[config.mk]
export PLATFORM = sky130hd
export DESIGN_NAME = button_conditioner
export DESIGN_NICKNAME = d
export VERILOG_FILES = /design/src/rtl/button_conditioner.sv
export SDC_FILE = /design/constraint.sdc
export NUM_CORES = 1
export LEC_CHECK = 0
export BUFFER_PORTS_ARGS = -buffer_cell sky130_fd_sc_hd__buf_2
export CORE_MARGIN = 2
export CORE_UTILIZATION = 57
export DETAILED_ROUTE_END_ITERATION = 7
export GPL_TIMING_DRIVEN = 0
export PLACE_DENSITY_LB_ADDON = 0.25
export RECOVER_POWER = 25
export SLEW_MARGIN = 30
export SYNTH_ARGS = -nofsm -noshare
export SYNTH_HDL_FRONTEND = slang
export SYNTH_SLANG_ARGS = --single-unit
[constraint.sdc]
create_clock -name clk -period 2 [get_ports clk]
set_input_delay 0.3 -clock clk [delete_from_list [all_inputs] [get_ports clk]]
set_output_delay 0.3 -clock clk [all_outputs]
set_load 0.005 [all_outputs]
[src/rtl/button_conditioner.sv]
// Two-channel push-button front end: each channel synchronises, debounces and
// edge-detects one raw switch into a clean level plus a one-cycle press pulse.

module ButtonChannel #(
    parameter int DEBOUNCE_CYCLES = 4,
    parameter int CNT_W           = 3
) (
    input  logic       i_clk,
    input  logic       i_reset,
    input  logic       i_raw,
    output logic       o_level,
    output logic       o_pulse,
    output logic [1:0] o_state
);

    typedef enum logic [1:0] {
        IDLE         = 2'b00,
        PRESS_WAIT   = 2'b01,
        HELD         = 2'b10,
        RELEASE_WAIT = 2'b11
    } stateT;

    localparam logic [CNT_W-1:0] CNT_LAST = CNT_W'(DEBOUNCE_CYCLES - 1);

    logic             r_sync1;
    logic             r_sync2;
    stateT            r_state;
    stateT            w_stateNext;
    logic [CNT_W-1:0] r_cnt;
    logic [CNT_W-1:0] w_cntNext;
    logic             r_level;
    logic             r_pulse;
    logic             w_pulseNext;

    // Level and pulse are registered alongside the state so they track its next value.
    always_ff @(posedge i_clk) begin
        if (!i_reset) begin
            r_sync1 <= 1'b0;
            r_sync2 <= 1'b0;
            r_state <= IDLE;
            r_cnt   <= '0;
            r_level <= 1'b0;
            r_pulse <= 1'b0;
        end else begin
            r_sync1 <= i_raw;
            r_sync2 <= r_sync1;
            r_state <= w_stateNext;
            r_cnt   <= w_cntNext;
            r_level <= (w_stateNext == HELD) || (w_stateNext == RELEASE_WAIT);
            r_pulse <= w_pulseNext;
        end
    end

    always_comb begin
        w_stateNext = r_state;
        w_cntNext   = r_cnt;
        w_pulseNext = 1'b0;
        case (r_state)
            IDLE: begin
                if (r_sync2) begin
                    w_stateNext = PRESS_WAIT;
                    w_cntNext   = CNT_W'(1);
                end else begin
                    w_cntNext   = '0;
                end
            end
            PRESS_WAIT: begin
                if (!r_sync2) begin
                    w_stateNext = IDLE;
                    w_cntNext   = '0;
                end else if (r_cnt == CNT_LAST) begin
                    w_stateNext = HELD;
                    w_cntNext   = '0;
                    w_pulseNext = 1'b1;
                end else begin
                    w_cntNext   = r_cnt + CNT_W'(1);
                end
            end
            HELD: begin
                if (!r_sync2) begin
                    w_stateNext = RELEASE_WAIT;
                    w_cntNext   = CNT_W'(1);
                end
            end
            RELEASE_WAIT: begin
                // A bounce back to 1 restores HELD silently; only IDLE->HELD pulses.
                if (r_sync2) begin
                    w_stateNext = HELD;
                    w_cntNext   = '0;
                end else if (r_cnt == CNT_LAST) begin
                    w_stateNext = IDLE;
                    w_cntNext   = '0;
                end else begin
                    w_cntNext   = r_cnt + CNT_W'(1);
                end
            end
        endcase
    end

    assign o_level = r_level;
    assign o_pulse = r_pulse;
    assign o_state = r_state;

endmodule

module button_conditioner #(
    parameter int DEBOUNCE_CYCLES = 4,
    parameter int CNT_W           = 3
) (
    input  logic       clk,
    input  logic       reset,
    input  logic       a_raw,
    input  logic       b_raw,
    output logic       a_level,
    output logic       b_level,
    output logic       a_pulse,
    output logic       b_pulse,
    output logic [1:0] a_state,
    output logic [1:0] b_state
);

    ButtonChannel #(
        .DEBOUNCE_CYCLES(DEBOUNCE_CYCLES),
        .CNT_W          (CNT_W)
    ) channelA (
        .i_clk   (clk),
        .i_reset (reset),
        .i_raw   (a_raw),
        .o_level (a_level),
        .o_pulse (a_pulse),
        .o_state (a_state)
    );

    ButtonChannel #(
        .DEBOUNCE_CYCLES(DEBOUNCE_CYCLES),
        .CNT_W          (CNT_W)
    ) channelB (
        .i_clk   (clk),
        .i_reset (reset),
        .i_raw   (b_raw),
        .o_level (b_level),
        .o_pulse (b_pulse),
        .o_state (b_state)
    );

endmodule

; Yosys cells after proc, flatten, opt, wreduce, memory -nomap -nowiden
; Cells that the tools add are included.
[totals]
register_bits = 18
inputBits = 4
out_inout_bits = 8
word_cells = 62
[classes]
addsub = 2
n_eq_ne = 14
muxes = 28
n_reduce_logical = 6
[op_table]
columns = cell, n
row1 = two-way mux 2 bit, 12
row2 = two-way mux 3 bit, 8
row3 = case mux 3 bit (4 select lines), 2
row4 = == test 2 bit (second input constant), 8
row5 = case mux 2 bit (4 select lines), 2
row6 = adder 3 x 1 -> 3 bit (second input constant), 2
row7 = == test 3 x 2 -> 1 bit (second input constant), 2
row8 = AND reduction 3 bit, 2
row9 = == test 2 x 1 -> 1 bit (second input constant), 2
row10 = zero test 2 bit, 2
row11 = two-way mux 1 bit, 4
row12 = != test 2 bit (second input constant), 2
row13 = logical OR 1 bit, 2

; Depth between registers and ports, before layout
; Gate-level depths: netlist of the first run.
[logic_depth]
word_depth = 6
ltp_mapped = 4
depth_no_buf = 4

; Hierarchy
; From an unflattened synthesis of the first run, not the netlist that was laid out.
[unflattened]
cells_unflattened = 72
area_unflattened_um2 = 678.2
[modules_own_cells]
columns = mod, n_inst, cells_per_inst, area_per_inst_um2, seq_area_each_um2
row1 = ButtonChannel, 2, 36, 339.1, 160.2

; Worst setup path after synthesis of the first run
; No wires, ideal clock.
[synth_timing]
path_kind = register -> register
startpoint = register channelA.r_cnt[0]
endpoint = register channelA.r_cnt[1]
setup_time_ns = 0.114
arrival_time_ns = 0.988
required_ns = 1.886
path_slack_ns = 0.898
stages_incl_launch_ff = 5
path_buffers = 0
period_less_slack_ns = 1.102
path_cell_list = dfxtp_1 ha_1 nor2b_1 o31ai_2 a21o_1
[synth_between]
elab_chain_len = 4
elab_cells_between_ends = 6
classes_between = 1 x add/sub / 1 x eq/ne / 4 x mux
[synth_rtl]
columns = item, line_no
row1 = "start, declared", 29  ; logic [CNT_W-1:0] r_cnt;
row2 = "start signal, assigned", 48  ; r_cnt <= w_cntNext;
row3 = adder 3 x 1 -> 3 bit or == test 3 x 2 -> 1 bit (tied branches), -
row4 = two-way mux 3 bit (*), "71, 90"
row5 = two-way mux 3 bit (on tied branches), "87, 68"
row6 = case mux 3 bit (4 select lines) (*), 58  ; case (r_state)
; Mark *: on every way between the ends. The rest lies on a longest branch, timed or not.
; A chain may end at the register's enable or synchronous reset.

; Final worst setup path of the first run
; Same ends and word-level chain as after synthesis.

==> results.sh, run 1 <==
export IMPL_cts_clk_slew_worst_paths_ps=90
export IMPL_post_cts_resized_instances=0
export IMPL_slew_headroom=0.723
export IMPL_setup_ws_ps=748
export IMPL_critical_path_buf_inv_count=0
export IMPL_worstPathRequired_ps=2200
export IMPL_dp_cells=99
export IMPL_critical_path_max_stage_delay_ps=370
export IMPL_clkLatencyLatePin_ps=290
export IMPL_detailedRoute_firstPassIterationCount=4
export IMPL_ant_nets=0
export IMPL_rsz_0062_raised_after_global_routing="no"
export IMPL_post_drt_wl_per_cell_um=11.5
export IMPL_post_drt_via_cell_ratio=5.22
export IMPL_yosysWarnings=0
export IMPL_power_density_mw_per_mm2=645
export IMPL_cts_tree="done"
export IMPL_route_vias_total=538
export IMPL_synthToLayoutAreaGrowth_pct=11.6
export IMPL_die_width_um=40.9
export IMPL_antenna_cells_inserted=0
export IMPL_hold_path_class="in -> reg"
export IMPL_synth_seq_cells=17
export IMPL_synth_yosys_seq_area_share=0.439
export IMPL_worstSetupEndpointType="flop"
export IMPL_first_global_vias=452
export IMPL_totalPowerFinal_uw=558
export IMPL_die_height_um=40.9
export IMPL_postRouteWirelength_mm=1.18
export IMPL_synth_cell_area_um2=776
export IMPL_cts_path_max_buffers=2
export IMPL_count_of_buffers_added_by_post_cts_timing_repair_for_setup=0
export IMPL_fin_hold_viols=0
export IMPL_cts_buffers=3
export IMPL_synth_cells=74
export IMPL_final_period_utilization=0.626
export IMPL_crit_fanout=3
export IMPL_floorplan_die_area_mm2=0.00167
export IMPL_core_region_area_mm2=0.00128
export IMPL_setup_worst_path_class="reg -> reg"
export IMPL_outcome="complete, no violations"
export IMPL_post_synthesis_net_count=80
export IMPL_leakage_power_uw=0.000391
export IMPL_crit_path_cell_trace="ha_1, nor2b_1, o31ai_2, a21o_1"
export IMPL_finalSetupTns_ps=0
export IMPL_tritoncts_num_sinks=17
export IMPL_floorplan_rows=13
export IMPL_routability_cong=0.670
export IMPL_area_sequential_um2=340
export IMPL_worst_path_dominant_cell_family="flip-flops"
export IMPL_report_final_slew_viol_count=0
export IMPL_drive_gt1_frac=0.307
export IMPL_cts_htree_levels=1
export IMPL_crit_path_top_delay_cell="sky130_fd_sc_hd__dfxtp_1"
export IMPL_fmax_ghz=0.799
export IMPL_grt_start_max_net_pins=11
export IMPL_final_fill_count=103
export IMPL_area_of_combinational_cells_with_multiple_inputs_um2=378
export IMPL_synthDistinctLibCells=28
export IMPL_setup_violations=0
export IMPL_fin_nets=95
export IMPL_dp_worst_setup_slack_ps=768
export IMPL_place_detailed_hpwl_um=845
export IMPL_fin_skew_ps=1.90
export IMPL_final_cells=103
export IMPL_cts_root_buffer_cell="sky130_fd_sc_hd__clkbuf_4"
export IMPL_critical_path_startpoint_type="flop"
export IMPL_io_buffer_count=10
export IMPL_worst_slew_pin_transition_ps=415
export IMPL_initial_antenna_violation_count=0
export IMPL_global_route_wire_length_before_repair_mm=1.81
export IMPL_post_route_min_period_ps=1250
export IMPL_fin_util=0.674
export IMPL_start_util=0.604
export IMPL_ir_drop_mv=0.488
export IMPL_grt_usage=0.172
export IMPL_synth_avg_cell_area_um2=10.5
export IMPL_max_cap_violations=0
export IMPL_global_route_overflow_total=0
export IMPL_detail_route_iter0_violations=7
export IMPL_remaining_drc_errors=0
export IMPL_worstPathArrival_ps=1450
export IMPL_cts_hold_fix_buffers=0
export IMPL_top_level_ports=12
-- stage by stage --
| stage | instance area (µm²) | hold slack [ps] |
|---|---|---|
| floorplan | 776 | 412 |
| global placement | 845 | 415 |
| detailed placement | 845 | 418 |
| CTS | 871 | 202 |
| global route | 866 | 206 |
| finish | 866 | 208 |
-- routing by layer --
layer / wire length [µm] / global-route usage / up-vias
li1: - / - / 281
met1: 580 / 0.234 / 241
met2: 513 / 0.227 / 11
met3: 44 / 0.0326 / 5
met4: 45 / 0.150 / 0
met5: 0 / 0 / -
-- cell type report --
class,count,area share
plain buffers,7,0.0607
clock buffers,4,0.0303
multi-input cells,50,0.436
flip-flops and latches,17,0.393
well taps,15,0.0217
repair buffers,10,0.0578
-- worst reg2reg max path: stages, from the launching register on --
cell and delay [ps]:
sky130_fd_sc_hd__dfxtp_1 370, sky130_fd_sc_hd__ha_1 220, sky130_fd_sc_hd__nor2b_1 300, sky130_fd_sc_hd__o31ai_2 100
sky130_fd_sc_hd__a21o_1 170
-- power by group --
part	leakage [µW]	total (µW)	internal (µW)	switching, µW
clock network	0.0000150	185	77.7	108
registers	0.000138	348	344	3.66
logic	0.000238	25.0	12.3	12.7
-- final timing paths --
kind | slack [ps] | end | cells past startpoint | start
worst max-delay path | 750 | channelA.r_cnt[1] | 4 | channelA.r_cnt[0]
worst min-delay path | 210 | channelA.r_sync1 | 2 | a_raw
worst max register to register | 750 | channelA.r_cnt[1] | 4 | channelA.r_cnt[0]
worst min register to register | 440 | channelA.r_sync2 | 1 | channelA.r_sync1
-- logic make-up (layout without fill, tap and decap cells) --
logic type                 count (synthesis)  in the layout  share of synthesized area
AOI/OAI and AO/OA                         10             10                     0.0984
xor gates and xnor gates                   2              2                     0.0323
adders and majority gates                  2              2                     0.0323
buffers and inverters                      7             21                     0.0742
DFF                                       17             17                      0.439
muxes                                      2              2                     0.0258
and+or+nand+nor                           34             34                      0.298
-- cells in the final DEF, fill, tap and decap left out, types with 3 or more instances in the layout --
cell type | synthesis | final
sky130_fd_sc_hd__and2_1 | 4 | 3
sky130_fd_sc_hd__buf_2 | 1 | 10
sky130_fd_sc_hd__buf_4 | 4 | 3
sky130_fd_sc_hd__clkbuf_1 | 0 | 3
sky130_fd_sc_hd__clkbuf_4 | 0 | 3
sky130_fd_sc_hd__dfxtp_1 | 17 | 17
sky130_fd_sc_hd__nand2_1 | 5 | 5
sky130_fd_sc_hd__nand3b_1 | 3 | 3
sky130_fd_sc_hd__nor2b_1 | 4 | 4
sky130_fd_sc_hd__nor3_1 | 4 | 4
-- cell usage after synthesis --
cell / count / area share
sky130_fd_sc_hd__o21ai_0: 2 / 0.013
sky130_fd_sc_hd__nand2_1: 5 / 0.024
sky130_fd_sc_hd__xnor2_1: 1 / 0.011
sky130_fd_sc_hd__o22ai_1: 1 / 0.0081
sky130_fd_sc_hd__and3b_2: 1 / 0.013
sky130_fd_sc_hd__nand3b_1: 3 / 0.029
sky130_fd_sc_hd__nor2_1: 2 / 0.0097
sky130_fd_sc_hd__and2b_4: 1 / 0.013
sky130_fd_sc_hd__and2_1: 4 / 0.032
sky130_fd_sc_hd__nor2b_1: 4 / 0.032
sky130_fd_sc_hd__nor4b_2: 2 / 0.039
sky130_fd_sc_hd__nor3_1: 4 / 0.026
sky130_fd_sc_hd__and3_1: 2 / 0.016
sky130_fd_sc_hd__nand3_2: 2 / 0.026
sky130_fd_sc_hd__xor2_2: 1 / 0.021
sky130_fd_sc_hd__mux2i_1: 2 / 0.026
sky130_fd_sc_hd__ha_1: 2 / 0.032
sky130_fd_sc_hd__buf_6: 2 / 0.029
sky130_fd_sc_hd__nand2b_1: 1 / 0.0081
sky130_fd_sc_hd__buf_2: 1 / 0.0064
sky130_fd_sc_hd__o21a_1: 2 / 0.019
sky130_fd_sc_hd__buf_4: 4 / 0.039
sky130_fd_sc_hd__nand4b_1: 2 / 0.023
sky130_fd_sc_hd__or2_1: 1 / 0.0081
sky130_fd_sc_hd__a21oi_1: 1 / 0.0064
sky130_fd_sc_hd__o31ai_2: 2 / 0.032
sky130_fd_sc_hd__a21o_1: 2 / 0.019
sky130_fd_sc_hd__dfxtp_1: 17 / 0.44
-- flip-flops by register name, indices dropped and copies added, names as in the netlist --
name / flops
channelA.r_cnt: 3
channelB.r_cnt: 3
channelA.o_state: 2
channelA.o_level: 1
channelA.o_pulse: 1
channelA.r_sync1: 1
channelA.r_sync2: 1
channelB.o_level: 1
channelB.o_pulse: 1
channelB.o_state: 1
channelB.r_sync1: 1
channelB.r_sync2: 1
Power figures use the tool's default switching activity.
==> run 2, diff against run 1 <==
Settings changed: ABC_AREA set to 1, CORE_UTILIZATION 57 to 46.
Clock period 2 ns to 1 ns, I/O delays scaled along.
==> run 2 against run 1 <==
Sequential power up 100%. Global-route usage down 3.0 points. Critical endpoint is now b_state[1]. Core utilization down 4.2 points.
==> results.sh, run 2 <==
export IMPL_outcome="complete, no violations"
export IMPL_worstPathRequired_ps=850
export IMPL_yosysWarnings=0
export IMPL_postRouteWirelength_mm=1.17
export IMPL_power_density_mw_per_mm2=1280
export IMPL_top_level_ports=12
export IMPL_post_route_min_period_ps=993
export IMPL_start_util=0.508
export IMPL_detailedRoute_firstPassIterationCount=2
export IMPL_synth_cells=90
export IMPL_switching_power_uw=233
export IMPL_final_area_um2=853
export IMPL_hold_path_class="in -> reg"
export IMPL_grt_usage=0.142
export IMPL_fin_hold_viols=0
export IMPL_critical_path_startpoint_type="flop"
export IMPL_final_period_utilization=0.993
export IMPL_power_share_combinational=0.041
export IMPL_synth_top_cells_by_area="sky130_fd_sc_hd__dfxtp_1, sky130_fd_sc_hd__nand2_1, sky130_fd_sc_hd__inv_1"
export IMPL_synthToLayoutAreaGrowth_pct=24.5
export IMPL_synth_largest_type_area_fraction=0.496
export IMPL_rsz_0062_raised_after_global_routing="yes"
export IMPL_setup_worst_path_class="reg -> out"
export IMPL_layout_common_cells="sky130_fd_sc_hd__nand2_1, sky130_fd_sc_hd__inv_1, sky130_fd_sc_hd__nor2_1, sky130_fd_sc_hd__dfxtp_1, sky130_fd_sc_hd__buf_2"
export IMPL_dp_worst_setup_slack_ps=-12.0
export IMPL_cts_path_max_buffers=2
export IMPL_cellInternalPower_uw=856
export IMPL_detail_route_iter0_violations=15
export IMPL_remaining_drc_errors=0
export IMPL_ys_top_cells_by_count="sky130_fd_sc_hd__nand2_1, sky130_fd_sc_hd__dfxtp_1, sky130_fd_sc_hd__inv_1"
export IMPL_routability_cong=0.771
export IMPL_async_flop_share=0
export IMPL_fmax_ghz=1.01
export IMPL_cts_root_buffer_cell="sky130_fd_sc_hd__clkbuf_4"
export IMPL_drive_gt1_frac=0.340
export IMPL_synth_main_ff_cell="sky130_fd_sc_hd__dfxtp_1"
export IMPL_synth_cell_area_um2=686
export IMPL_post_synthesis_net_count=96
export IMPL_die_width_um=42.6
export IMPL_core_region_area_mm2=0.00135
export IMPL_crit_fanout=5
export IMPL_setup_violations=0
export IMPL_leakage_power_uw=0.000397
export IMPL_first_global_vias=461
export IMPL_ir_drop_mv=1.11
export IMPL_worst_slew_pin_transition_ps=417
export IMPL_floorplan_die_area_mm2=0.00182
export IMPL_setup_ws_ps=6.97
export IMPL_fin_util=0.632
export IMPL_synth_seq_cells=17
export IMPL_swShare=0.214
export IMPL_cts_tree="done"
export IMPL_io_buffer_count=11
export IMPL_finalSetupTns_ps=0
export IMPL_antenna_cells_inserted=0
export IMPL_clkLatencyLatePin_ps=280
export IMPL_global_route_overflow_total=0
export IMPL_place_detailed_hpwl_um=850
export IMPL_slew_headroom=0.722
export IMPL_tritoncts_num_sinks=17
export IMPL_report_final_slew_viol_count=0
export IMPL_worstSetupEndpointType="output port"
export IMPL_floorplan_rows=13
export IMPL_timing_critical_path_mode_cell="sky130_fd_sc_hd__buf_6"
export IMPL_post_drt_via_cell_ratio=4.66
export IMPL_fin_nets=113
export IMPL_synth_yosys_seq_area_share=0.496
export IMPL_route_vias_total=564
export IMPL_global_route_wire_length_before_repair_mm=1.86
export IMPL_power_sequential_fraction=0.638
export IMPL_ant_nets=0
export IMPL_initial_antenna_violation_count=0
export IMPL_max_cap_violations=0
export IMPL_cts_buffers=3
export IMPL_cts_htree_levels=1
export IMPL_crit_path_top_delay_cell="sky130_fd_sc_hd__dfxtp_2"
export IMPL_synthDistinctLibCells=16
export IMPL_synth_top_area_cell="sky130_fd_sc_hd__dfxtp_1"
export IMPL_cts_clk_slew_worst_paths_ps=90
export IMPL_fin_skew_ps=0.668
export IMPL_power_clock_fraction=0.321
export IMPL_number_of_flops_mapped_to_enable_cells_by_yosys=0
export IMPL_synth_most_common_cell="sky130_fd_sc_hd__nand2_1"
export IMPL_critical_path_max_stage_delay_ps=350
export IMPL_grt_start_max_net_pins=11
export IMPL_crit_path_cell_trace="buf_6, buf_6"
export IMPL_worstPathArrival_ps=840
export IMPL_cts_hold_fix_buffers=0
export IMPL_synth_avg_cell_area_um2=7.62
export IMPL_post_drt_wl_per_cell_um=9.69
export IMPL_dpl_cell_area_um2=759
export IMPL_layout_commonest_cell="sky130_fd_sc_hd__nand2_1"
export IMPL_die_height_um=42.6
-- run 2: through the flow --
step / hold WS [ps] / instances / total power (µW)
after global placement: 332 / 116 / 753
after detailed placement: 337 / 116 / 755
final: 39.6 / 121 / 1090
after CTS: 31.9 / 121 / 1110
after global routing: 25.8 / 121 / 1140
after floorplan: 248 / 90 / 738
-- run 2: kinds of logic (layout without fill, tap and decap cells) --
family                   Yosys count  in the layout  synth area share
AO/OA/AOI/OAI                      8              8            0.0748
flip-flops                        17             17             0.496
adder cells (fa/ha/maj)            2              2            0.0365
buffers and inverters             15             31            0.0894
AND/OR/NAND/NOR                   48             48             0.303
-- run 2: final cells by class --
class | count | area (µm²)
multi-input combinational | 58 | 322
buffer | 2 | 15.0
fill | 128 | 497
clock buffer | 4 | 26.3
tap | 15 | 18.8
timing repair buffer | 12 | 67.6
sequential | 17 | 355
inverter | 13 | 48.8
-- run 2: worst paths after layout --
check,from,slack [ps],to,cells past startpoint
worst max-delay path,channelB.o_level,7,b_state[1],2
worst min-delay path,b_raw,40,channelB.r_sync1,3
worst max register to register,channelA.r_cnt[0],30,channelA.r_cnt[1],5
worst min register to register,channelA.r_sync1,420,channelA.r_sync2,2
-- run 2: what timing repair did --
item,in CTS,in global routing
gates resized for setup,9,11
buffers inserted,1,0
endpoints found under the setup margin,12,9
pin swaps,1,2
-- run 2: power groups by stage --
| stage | combinational [µW] | clock [µW] | sequential (µW) |
|---|---|---|---|
| 6_report | 44.2 | 350 | 696 |
| 5_1_grt | 49.8 | 394 | 697 |
| 4_1_cts | 43.6 | 366 | 699 |
| 3_5_place_dp | 40.9 | 0 | 714 |
| 3_3_place_gp | 39.9 | 0 | 713 |
| 2_1_floorplan | 25.6 | 0 | 712 |
-- run 2: per-layer routing --
metal,track usage,up-vias,share of wire
met5,0,-,0
met4,0.0750,0,0.010
met3,0.0647,2,0.043
met2,0.222,10,0.46
met1,0.160,245,0.49
li1,-,307,-
-- run 2: worst max-delay path: cells and delay by family, from the launching register on --
family,cells,cell delay [ps]
flip-flops,1,350
buffers and inverters,2,210
==> run 3, diff against run 2 <==
Settings changed: ABC_AREA 1 to not set, CORE_MARGIN 2 to 3, CORE_UTILIZATION 46 to 48.
==> run 3 against run 2 <==
The flow now finishes with violations (negative setup slack). Clock skew increased by 2.5 ps. Sequential power about the same. Power increased by 3.3%. Sequential cell count unchanged. Worst hold slack improved by 22 ps. Maximum frequency decreased by 10%. Routed wire length increased by 14%. First-iteration DRC count decreased by 60%. Setup slack got worse by 110 ps. Non-clock buffer count increased by 6. Cell count decreased by 12%. Critical path type is now reg -> reg. Critical endpoint is now channelB.r_cnt[1]. Highest routed layer unchanged.
==> results.sh, run 3 (synthesis gave the netlist of run 1 again) <==
export IMPL_outcome="complete, but fails checks"
export IMPL_violated_checks="negative setup slack"
export IMPL_cts_hold_fix_buffers=0
export IMPL_report_final_slew_viol_count=0
export IMPL_leakage_power_uw=0.000424
export IMPL_global_route_wire_length_before_repair_mm=2.09
export IMPL_ir_drop_mv=1.18
export IMPL_finalSetupTns_ps=-313
export IMPL_place_detailed_hpwl_um=889
export IMPL_critical_path_startpoint_type="flop"
export IMPL_initial_antenna_violation_count=0
export IMPL_antenna_cells_inserted=0
export IMPL_r2r_end="channelB.r_cnt[1]"
export IMPL_max_cap_violations=0
export IMPL_start_util=0.555
export IMPL_final_cells=106
export IMPL_cts_tree="done"
export IMPL_fin_hold_viols=0
export IMPL_global_route_overflow_total=0
export IMPL_grt_busiest_layer="met2"
export IMPL_worstPathRequired_ps=1230
export IMPL_fmax_ghz=0.906
export IMPL_detailedRoute_firstPassIterationCount=4
export IMPL_grt_start_max_net_pins=11
export IMPL_slew_headroom=0.771
export IMPL_post_drt_wl_per_cell_um=12.6
export IMPL_fin_util=0.746
export IMPL_worstSetupEndpointType="flop"
export IMPL_first_global_vias=494
export IMPL_dpl_cell_area_um2=866
export IMPL_grt_usage=0.139
export IMPL_swShare=0.228
export IMPL_cts_clk_slew_worst_paths_ps=100
export IMPL_worst_r2r_cell_count=4
export IMPL_detail_route_iter0_violations=6
export IMPL_power_sequential_fraction=0.616
export IMPL_io_buffer_count=10
export IMPL_dp_cells=99
export IMPL_floorplan_rows=13
export IMPL_routability_cong=0.734
export IMPL_route_vias_total=572
export IMPL_crit_start="channelB.r_cnt[1]"
export IMPL_top_level_ports=12
export IMPL_cts_buffers=3
export IMPL_worst_slew_pin_transition_ps=343
export IMPL_globalRouteMet3Util=0.0234
export IMPL_worstHoldPathCells=2
export IMPL_setup_violations=6
export IMPL_post_route_min_period_ps=1100
export IMPL_power_density_mw_per_mm2=1080
export IMPL_fin_nets=98
export IMPL_hold_path_class="in -> reg"
export IMPL_worstPathArrival_ps=1340
export IMPL_synthToLayoutAreaGrowth_pct=34.5
export IMPL_crit_path_cell_trace="ha_4, nand3_4, o31ai_4, a21o_1"
export IMPL_die_width_um=46.2
export IMPL_met2_usage=0.212
export IMPL_regToRegStartpoint="channelB.r_cnt[1]"
export IMPL_tritoncts_num_sinks=17
export IMPL_power_share_combinational=0.061
export IMPL_met1_usage=0.181
export IMPL_floorplan_die_area_mm2=0.00213
export IMPL_cts_root_buffer_cell="sky130_fd_sc_hd__clkbuf_4"
export IMPL_cellInternalPower_uw=870
export IMPL_clkLatencyLatePin_ps=290
export IMPL_remaining_drc_errors=0
export IMPL_cts_path_max_buffers=2
export IMPL_postRouteWirelength_mm=1.33
export IMPL_layout_common_cells="sky130_fd_sc_hd__dfxtp_1, sky130_fd_sc_hd__buf_2, sky130_fd_sc_hd__dfxtp_2"
export IMPL_power_clock_fraction=0.323
export IMPL_ant_nets=0
export IMPL_rsz_0062_raised_after_global_routing="yes"
export IMPL_fin_skew_ps=3.14
export IMPL_setup_ws_ps=-103
export IMPL_drive_gt1_frac=0.516
export IMPL_switching_power_uw=256
export IMPL_final_area_mm2=0.00104
export IMPL_cts_htree_levels=1
export IMPL_crit_path_top_delay_cell="sky130_fd_sc_hd__dfxtp_2"
export IMPL_reg2reg_setup_slack_ps=-100
export IMPL_post_drt_via_cell_ratio=5.40
export IMPL_final_period_utilization=1.10
export IMPL_setup_worst_path_end="channelB.r_cnt[1]"
export IMPL_core_region_area_mm2=0.00140
export IMPL_die_height_um=46.2
export IMPL_totalPowerFinal_uw=1130
export IMPL_setup_worst_path_class="reg -> reg"
export IMPL_crit_fanout=2
export IMPL_critical_path_max_stage_delay_ps=350
## run 3: area by class of cell
cell class | instances | area (µm²)
plain buffers | 6 | 60.1
clock buffers | 3 | 22.5
clock inverters | 1 | 5.00
fillers | 90 | 355
multi-input cells | 50 | 492
flip-flops and latches | 17 | 355
well taps | 15 | 18.8
repair buffers | 14 | 90.1
## run 3: stage by stage
step / hold WS, ps / worst slack (ps)
2_1_floorplan: 277 / -29.5
3_3_place_gp: 358 / -122
3_5_place_dp: 359 / -112
4_1_cts: 53.2 / -77.3
5_1_grt: 61.9 / -137
6_report: 61.7 / -103
## run 3: critical path: cells and delay by family, from the launching register on
kind	cells	cell delay, ps
compound gates	2	340
fa+ha+maj	1	270
flops	1	350
simple gates	1	90
## run 3: worst min-delay path by stage
stage	slack [ps]	end	from
2_1_floorplan	280	channelA.r_sync1	a_raw
3_3_place_gp	360	channelA.r_sync1	a_raw
3_5_place_dp	360	channelA.r_sync1	a_raw
4_1_cts	50	channelA.r_sync1	a_raw
5_1_grt	60	channelB.r_sync1	b_raw
6_report	60	channelA.r_sync1	a_raw
## run 3: timing repair
action,4_1_cts,5_1_grt
cloned,0,0
buffers inserted,2,2
gates resized for setup,11,16
pin swaps,1,9
endpoints found under the setup margin,13,12
## run 3: power groups by stage
| stage | combinational (µW) | sequential (µW) | clock (µW) |
|---|---|---|---|
| floorplan | 40.6 | 711 | 0 |
| global placement | 52.3 | 712 | 0 |
| detailed placement | 53.6 | 712 | 0 |
| CTS | 60.9 | 697 | 378 |
| global route | 75.5 | 696 | 401 |
| finish | 68.6 | 694 | 364 |
## run 3: metal layers
layer | part of all wire | wire [µm]
met3 | 0.030 | 40
met1 | 0.50 | 672
met4 | 0.022 | 29
met5 | 0 | 0
met2 | 0.44 | 588
